File: src/rtl/ieee488_pkg.sv
// Shared types and command constants for the IEEE-488 device-side interface.
package ieee488_pkg;

    typedef enum logic [2:0] {AIDS, ANRS, ACRS, ACDS, AWNS} ah_state_t;
    typedef enum logic [2:0] {SIDS, SGNS, SDYS, STRS, SWNS} sh_state_t;

    localparam logic [7:0] CMD_LAD = 8'h20;
    localparam logic [7:0] CMD_UNL = 8'h3F;
    localparam logic [7:0] CMD_TAD = 8'h40;
    localparam logic [7:0] CMD_UNT = 8'h5F;
    localparam logic [7:0] CMD_SAD = 8'h60;

endpackage

File: src/rtl/ieee488_sync.sv
// Two-flop synchronizer; resets to the released (all-ones) level so no false edges follow reset.
module ieee488_sync #(
    parameter int WIDTH = 1
) (
    input  logic             clk_i,
    input  logic             reset_i,
    input  logic [WIDTH-1:0] d_i,
    output logic [WIDTH-1:0] q_o
);
    logic [WIDTH-1:0] meta_q;
    logic [WIDTH-1:0] sync_q;

    always_ff @(posedge clk_i) begin
        if (reset_i) begin
            meta_q <= '1;
            sync_q <= '1;
        end else begin
            meta_q <= d_i;
            sync_q <= meta_q;
        end
    end

    assign q_o = sync_q;
endmodule

File: src/rtl/ieee488_device.sv
// IEEE-488 peripheral: acceptor (AH) and source (SH) handshakes plus LISTEN/TALK decode.
// Optional watchdog on stalled handshakes is built when IEEE488_TIMEOUT_EN is defined.
module ieee488_device
    import ieee488_pkg::*;
#(
    parameter logic [4:0] DEV_ADDR       = 5'd8,
    parameter int         T1_CYCLES      = 64,
    parameter int         TIMEOUT_CYCLES = 32000
) (
    input  logic       clk_sys,
    input  logic       reset,
    input  logic       atn_i,
    input  logic       dav_i,
    input  logic       eoi_i,
    input  logic       nrfd_i,
    input  logic       ndac_i,
    input  logic       ifc_i,
    input  logic [7:0] data_i,
    output logic       dav_o,
    output logic       eoi_o,
    output logic       nrfd_o,
    output logic       ndac_o,
    output logic [7:0] data_o,
    output logic [7:0] rx_data,
    output logic       rx_eoi,
    output logic       rx_atn,
    output logic       rx_valid,
    input  logic       rx_ready,
    input  logic [7:0] tx_data,
    input  logic       tx_eoi,
    input  logic       tx_valid,
    output logic       tx_ready,
    output logic       tx_done,
    output logic       tx_err,
    output logic       listen,
    output logic       talk
);
    localparam logic [7:0]  MY_LAD  = CMD_LAD | {3'b000, DEV_ADDR};
    localparam logic [7:0]  MY_TAD  = CMD_TAD | {3'b000, DEV_ADDR};
    localparam logic [15:0] T1_LAST = 16'(T1_CYCLES - 1);

    logic       atn_s, dav_s, eoi_s, nrfd_s, ndac_s, ifc_s;
    logic [7:0] data_s;

    ieee488_sync #(.WIDTH(14)) u_sync (
        .clk_i   (clk_sys),
        .reset_i (reset),
        .d_i     ({atn_i, dav_i, eoi_i, nrfd_i, ndac_i, ifc_i, data_i}),
        .q_o     ({atn_s, dav_s, eoi_s, nrfd_s, ndac_s, ifc_s, data_s})
    );

    ah_state_t  ah_q, ah_d;
    sh_state_t  sh_q, sh_d;
    logic       atn_prev_q, listen_q, talk_q, rx_valid_q;
    logic       nrfd_q, ndac_q, dav_q, eoi_q, tx_ready_q, tx_done_q, tx_err_q;
    logic [7:0] data_o_q, rx_data_q, tx_byte_q;
    logic       rx_eoi_q, rx_atn_q, tx_eoi_q;
    logic [15:0] t1_cnt_q;
    logic       ah_to, sh_to;

    logic       atn_fall, ah_active, ah_push, t1_done, tx_load, sh_drive;
    logic [7:0] rx_byte, tx_cur;
    logic       tx_cur_eoi;

    assign atn_fall  = atn_prev_q & ~atn_s;
    assign ah_active = listen_q | ~atn_s;
    assign rx_byte   = ~data_s;
    // Secondary addresses reach the consumer only while addressed; other ATN bytes are dropped.
    assign ah_push   = ifc_s && (ah_q == ACDS) &&
                       (atn_s ? listen_q : ((rx_byte[7:5] == CMD_SAD[7:5]) && (listen_q || talk_q)));

    always_comb begin
        ah_d = ah_q;
        if (!ifc_s)
            ah_d = AIDS;
        else if (atn_fall || ah_to)
            ah_d = ANRS;
        else begin
            case (ah_q)
                AIDS: if (ah_active) ah_d = ANRS;
                ANRS: if (!ah_active) ah_d = AIDS; else if (!rx_valid_q) ah_d = ACRS;
                ACRS: if (!ah_active) ah_d = AIDS; else if (!dav_s) ah_d = ACDS;
                ACDS: ah_d = AWNS;
                AWNS: if (dav_s) ah_d = ah_active ? ANRS : AIDS;
                default: ah_d = AIDS;
            endcase
        end
    end

    always_ff @(posedge clk_sys) begin
        if (reset) begin
            ah_q       <= AIDS;
            nrfd_q     <= 1'b1;
            ndac_q     <= 1'b1;
            listen_q   <= 1'b0;
            talk_q     <= 1'b0;
            rx_valid_q <= 1'b0;
            atn_prev_q <= 1'b1;
        end else begin
            ah_q       <= ah_d;
            nrfd_q     <= !(ah_d inside {ANRS, ACDS, AWNS});
            ndac_q     <= !(ah_d inside {ANRS, ACRS, ACDS});
            atn_prev_q <= atn_s;
            if (ah_push)
                rx_valid_q <= 1'b1;
            else if (rx_valid_q && rx_ready)
                rx_valid_q <= 1'b0;
            if (!ifc_s) begin
                listen_q <= 1'b0;
                talk_q   <= 1'b0;
            end else if (ah_q == ACDS && !atn_s) begin
                if (rx_byte == MY_LAD) begin
                    listen_q <= 1'b1;
                    talk_q   <= 1'b0;
                end else if (rx_byte == CMD_UNL) begin
                    listen_q <= 1'b0;
                end else if (rx_byte == MY_TAD) begin
                    talk_q   <= 1'b1;
                    listen_q <= 1'b0;
                end else if (rx_byte[7:5] == CMD_UNT[7:5]) begin
                    talk_q   <= 1'b0;
                end
            end
        end
    end

    always_ff @(posedge clk_sys) begin
        if (ah_push) begin
            rx_data_q <= rx_byte;
            rx_eoi_q  <= ~eoi_s;
            rx_atn_q  <= ~atn_s;
        end
    end

    assign t1_done    = (t1_cnt_q == T1_LAST);
    assign tx_load    = (sh_q == SGNS) && tx_valid && tx_ready_q;
    assign tx_cur     = tx_load ? tx_data : tx_byte_q;
    assign tx_cur_eoi = tx_load ? tx_eoi : tx_eoi_q;

    always_comb begin
        sh_d = sh_q;
        if (!ifc_s || !talk_q || !atn_s)
            sh_d = SIDS;
        else if (sh_to)
            sh_d = SGNS;
        else begin
            case (sh_q)
                SIDS: sh_d = SGNS;
                SGNS: if (tx_load) sh_d = SDYS;
                SDYS: if (t1_done) begin
                          if (nrfd_s && ndac_s) sh_d = SGNS;
                          else if (nrfd_s)      sh_d = STRS;
                      end
                STRS: if (ndac_s)  sh_d = SWNS;
                SWNS: if (!ndac_s) sh_d = SGNS;
                default: sh_d = SIDS;
            endcase
        end
    end

    assign sh_drive = (sh_d == SDYS) || (sh_d == STRS);

    always_ff @(posedge clk_sys) begin
        if (reset) begin
            sh_q       <= SIDS;
            dav_q      <= 1'b1;
            eoi_q      <= 1'b1;
            data_o_q   <= 8'hFF;
            tx_ready_q <= 1'b0;
            tx_done_q  <= 1'b0;
            tx_err_q   <= 1'b0;
            t1_cnt_q   <= '0;
        end else begin
            sh_q       <= sh_d;
            dav_q      <= (sh_d != STRS);
            eoi_q      <= sh_drive ? ~tx_cur_eoi : 1'b1;
            data_o_q   <= sh_drive ? ~tx_cur : 8'hFF;
            tx_ready_q <= (sh_d == SGNS);
            tx_done_q  <= (sh_q == STRS) && (sh_d == SWNS);
            tx_err_q   <= (sh_d == SGNS) && ((sh_q == SDYS) || sh_to);
            // Count saturates at T1_LAST so SDYS can keep waiting for NRFD.
            t1_cnt_q   <= (sh_q == SDYS && sh_d == SDYS) ? (t1_done ? t1_cnt_q : t1_cnt_q + 16'd1) : '0;
        end
    end

    always_ff @(posedge clk_sys) begin
        if (tx_load) begin
            tx_byte_q <= tx_data;
            tx_eoi_q  <= tx_eoi;
        end
    end

`ifdef IEEE488_TIMEOUT_EN
    localparam logic [15:0] TO_LAST = 16'(TIMEOUT_CYCLES - 1);
    logic [15:0] ah_wd_q, sh_wd_q;

    always_ff @(posedge clk_sys) begin
        if (reset) begin
            ah_wd_q <= '0;
            sh_wd_q <= '0;
        end else begin
            ah_wd_q <= (ah_d != ah_q || !(ah_q inside {ACRS, AWNS})) ? '0 : ah_wd_q + 16'd1;
            sh_wd_q <= (sh_d != sh_q || !(sh_q inside {STRS, SWNS})) ? '0 : sh_wd_q + 16'd1;
        end
    end

    assign ah_to = (ah_q inside {ACRS, AWNS}) && (ah_wd_q == TO_LAST);
    assign sh_to = (sh_q inside {STRS, SWNS}) && (sh_wd_q == TO_LAST);
`else
    assign ah_to = 1'b0;
    assign sh_to = 1'b0;
`endif

    assign nrfd_o   = nrfd_q;
    assign ndac_o   = ndac_q;
    assign dav_o    = dav_q;
    assign eoi_o    = eoi_q;
    assign data_o   = data_o_q;
    assign rx_data  = rx_data_q;
    assign rx_eoi   = rx_eoi_q;
    assign rx_atn   = rx_atn_q;
    assign rx_valid = rx_valid_q;
    assign tx_ready = tx_ready_q;
    assign tx_done  = tx_done_q;
    assign tx_err   = tx_err_q;
    assign listen   = listen_q;
    assign talk     = talk_q;
endmodule

File: config.mk
export PLATFORM = sky130hd
export DESIGN_NAME = ieee488_device
export DESIGN_NICKNAME = d
export VERILOG_FILES = /design/src/rtl/ieee488_pkg.sv /design/src/rtl/ieee488_sync.sv /design/src/rtl/ieee488_device.sv
export SDC_FILE = /design/constraint.sdc
export NUM_CORES = 1
export LEC_CHECK = 0
export CORE_ASPECT_RATIO = 0.9
export CORE_MARGIN = 4
export CORE_UTILIZATION = 58
export DETAILED_ROUTE_END_ITERATION = 8
export DONT_BUFFER_PORTS = 1
export PLACE_DENSITY = 0.74
export SYNTH_ARGS = -nofsm -noshare
export SYNTH_HDL_FRONTEND = slang
export SYNTH_SLANG_ARGS = --single-unit
File: constraint.sdc
create_clock -name clk_sys -period 2.9 [get_ports clk_sys]
set_input_delay 0.29 -clock clk_sys [delete_from_list [all_inputs] [get_ports clk_sys]]
set_output_delay 0.29 -clock clk_sys [all_outputs]
set_load 0.02 [all_outputs]
==> results.ini <==
[run_status]
status = completed

[finish]
fin_nets = 326
area.sequential_sq_um = 1860
multi_input_area_sq_um = 1190
fillers = 421
n_antenna_cell = 0
area.growth.synth_to_final_pct = 7.59
drive_above_1_share_pct = 22.5

[worst_setup_path]
critical_path_required_ps = 3140
startpoint_type = flip-flop
crit_fanout = 10
cp_slowest_cell = nor4_4
path_cells = ha_1, nand3_1, nor4_4, a31oi_1, or2_1
slowest_delay_ps = 470
worstSetupPathType = flip-flop to flip-flop
endpoint_kind = flip-flop
cp.arrival_ps = 2380

[detailed_routing]
ant_nets = 0
detailroute.via_count = 2012
routed_via_density = 5.45
drc = 0
wl_per_cell_microns = 13.8
routed_wl_microns = 5110
dr.pass1.iters = 4
drtIter0Drc = 146

[logic_synthesis]
synthFlopType = dfxtp_1
syn_inst = 294
synth_largest_area_cell = dfxtp_1
yosysTopAreaCellShare_pct = 49.6
synth.avg_cell_area_sq_um = 10.7
synth-seq-cells = 88
synth.distinct_cells = 46
synth-async-reset-ratio_pct = 0
synth_area_sq_um = 3150
synthTopCellsByCount = 78 x dfxtp_1, 30 x or2_2, 26 x nor2_1
yosysWarnings = 0
yosys-top-cells-area = dfxtp_1 50%, edfxtp_1 9.5%, or2_2 6.0%
syn_nets = 322
yosysSeqAreaShare_pct = 59.1
synth.most_common_cell = dfxtp_1
synth-edff-count = 10

[global_route]
track_usage_pct = 16.3
antenna_found_initial = 0
grt_overflow = 0
grt_pass1_wl_microns = 8600
grt_max_degree = 33
grt_pass1_vias = 1847

[timing]
fin_crit_ps = 2150
skew_ps = 9.39
tightest_slew_ps = 669
hold_viol = 0
slew_headroom_pct = 55.2
drv_slew = 0
setup_violations = 0
fin_setup_tns_ps = 0
fin_ws_ps = 755
max_freq_mhz = 466
rsz0062_at_grt = false
finalCritPeriodShare_pct = 74.0

[clock_tree]
cts_tree = done
htreeDepth = 3
hold_buffers = 0
clock_path_buffers = 2
cts.sinks = 88
cts_made_buffers = 9
postCtsSetupRepairBufs = 0
cts.clk_slew.worst_paths_ps = 80
post_cts_resized = 0
cts_root_buf = clkbuf_8
clkLatencyLatePin_ps = 340

[placed_design]
routabilityCongestion = 0.828
dp_hpwl_microns = 3560
portBuffers = 0
dp_slack_ps = 739

[pwr]
power_density_nw_per_um2 = 606
max-vdd-ir-drop_v = 0.000436
leakage_nw = 1.22

[flow_run]
drv_cap = 0

[floorplanning]
start_util_pct = 59.9
core_sq_um = 5260
rows = 25
die_area_sq_um = 6670
die_w_microns = 85.7
die_h_microns = 77.9
num_io_pins = 55

[hold_path]
hold_class = primary input to flip-flop

[flip-flops by register name, summed over array words and instances, names as in the netlist, 3 cells and up]
register / cells
tx_byte_q: 8
rx_data: 8
data_o: 8
sh_q: 3
u_sync.q_o: 14
u_sync.meta_q: 14
ah_q: 3
t1_cnt_q: 16
[power by group]
part	internal [mW]	leakage (nW)	switching [mW]
Clock	0.383	0.0946	0.382
Combinational	0.0171	0.396	0.0110
Sequential	1.25	0.728	0.0110
[worst paths after layout]
check	startpoint	end	slack [ps]	cells past startpoint
setup reg to reg	t1_cnt_q[0]	sh_q[1]	750	5
setup / recovery	t1_cnt_q[0]	sh_q[1]	750	5
hold reg to reg	u_sync.meta_q[1]	u_sync.q_o[1]	400	1
hold / removal	data_i[5]	u_sync.meta_q[5]	50	1
[cell families (layout without fill, tap and decap cells)]
| logic type | after synthesis | in the layout | synth area share (%) |
|---|---|---|---|
| simple gates | 116 | 116 | 21.3 |
| flops | 88 | 88 | 59.1 |
| compound gates | 44 | 44 | 8.90 |
| buf+inv | 23 | 31 | 3.26 |
| mux | 12 | 12 | 4.25 |
| xor+xnor | 10 | 10 | 2.78 |
| fa+ha+maj | 1 | 1 | 0.397 |
[worst max-delay path: cells and delay by family, from the launching register on]
family / cells / cell delay, ps
and+or+nand+nor: 3 / 1050
adders and majority gates: 1 / 240
DFF: 1 / 410
AOI/OAI and AO/OA: 1 / 340
[placed cells by master, fill, tap and decap left out, types with 2 or more instances in the layout]
| master | synthesis | routed |
|---|---|---|
| and4_1 | 2 | 2 |
| nand3_1 | 7 | 7 |
| inv_1 | 14 | 14 |
| buf_4 | 0 | 2 |
| a31o_2 | 2 | 2 |
| dfxtp_1 | 78 | 78 |
| nand3b_1 | 3 | 3 |
| xnor2_1 | 10 | 10 |
| nor3_1 | 8 | 8 |
| nor3b_1 | 2 | 2 |
| nand4_1 | 8 | 8 |
| mux2_2 | 11 | 11 |
| a31oi_1 | 7 | 7 |
| a211oi_1 | 5 | 5 |
| nor2_1 | 26 | 26 |
| nor4_1 | 7 | 7 |
| clkbuf_1 | 6 | 2 |
| edfxtp_1 | 10 | 10 |
| or2_2 | 30 | 30 |
| nand2_1 | 7 | 7 |
| o21ai_0 | 10 | 10 |
| nor2b_1 | 4 | 4 |
| clkbuf_8 | 0 | 10 |
| a21oi_1 | 12 | 12 |
[cell type report]
| cell class | instances | share of cell area (%) |
|---|---|---|
| multi-input cells | 183 | 35.2 |
| well taps | 67 | 2.47 |
| repair buffers | 2 | 0.443 |
| clock buffers | 13 | 5.02 |
| inverters | 14 | 1.55 |
| clock inverters | 2 | 0.406 |
| flip-flops and latches | 88 | 54.9 |
[through the flow]
step / hold slack [ps] / instances / power, mW / instance area [sq um] / util [%]
6_report: 46.2 / 369 / 2.05 / 3390 / 64.5
5_1_grt: 22.6 / 369 / 2.14 / 3390 / 64.5
4_1_cts: 27.4 / 369 / 2.08 / 3390 / 64.5
3_5_place_dp: 394 / 354 / 1.32 / 3200 / 61.0
3_3_place_gp: 392 / 354 / 1.31 / 3200 / 61.0
2_1_floorplan: 389 / 294 / 1.31 / 3150 / -
[per-layer routing]
layer | routed length, microns | track usage (%) | share of wire, %
met2 | 2350 | 24.5 | 46
met4 | 46 | 4.91 | 0.90
met5 | 0 | 0 | 0
met1 | 2300 | 21.0 | 45
met3 | 405 | 7.64 | 7.9
Note: power is estimated with default switching activity, not from simulation.
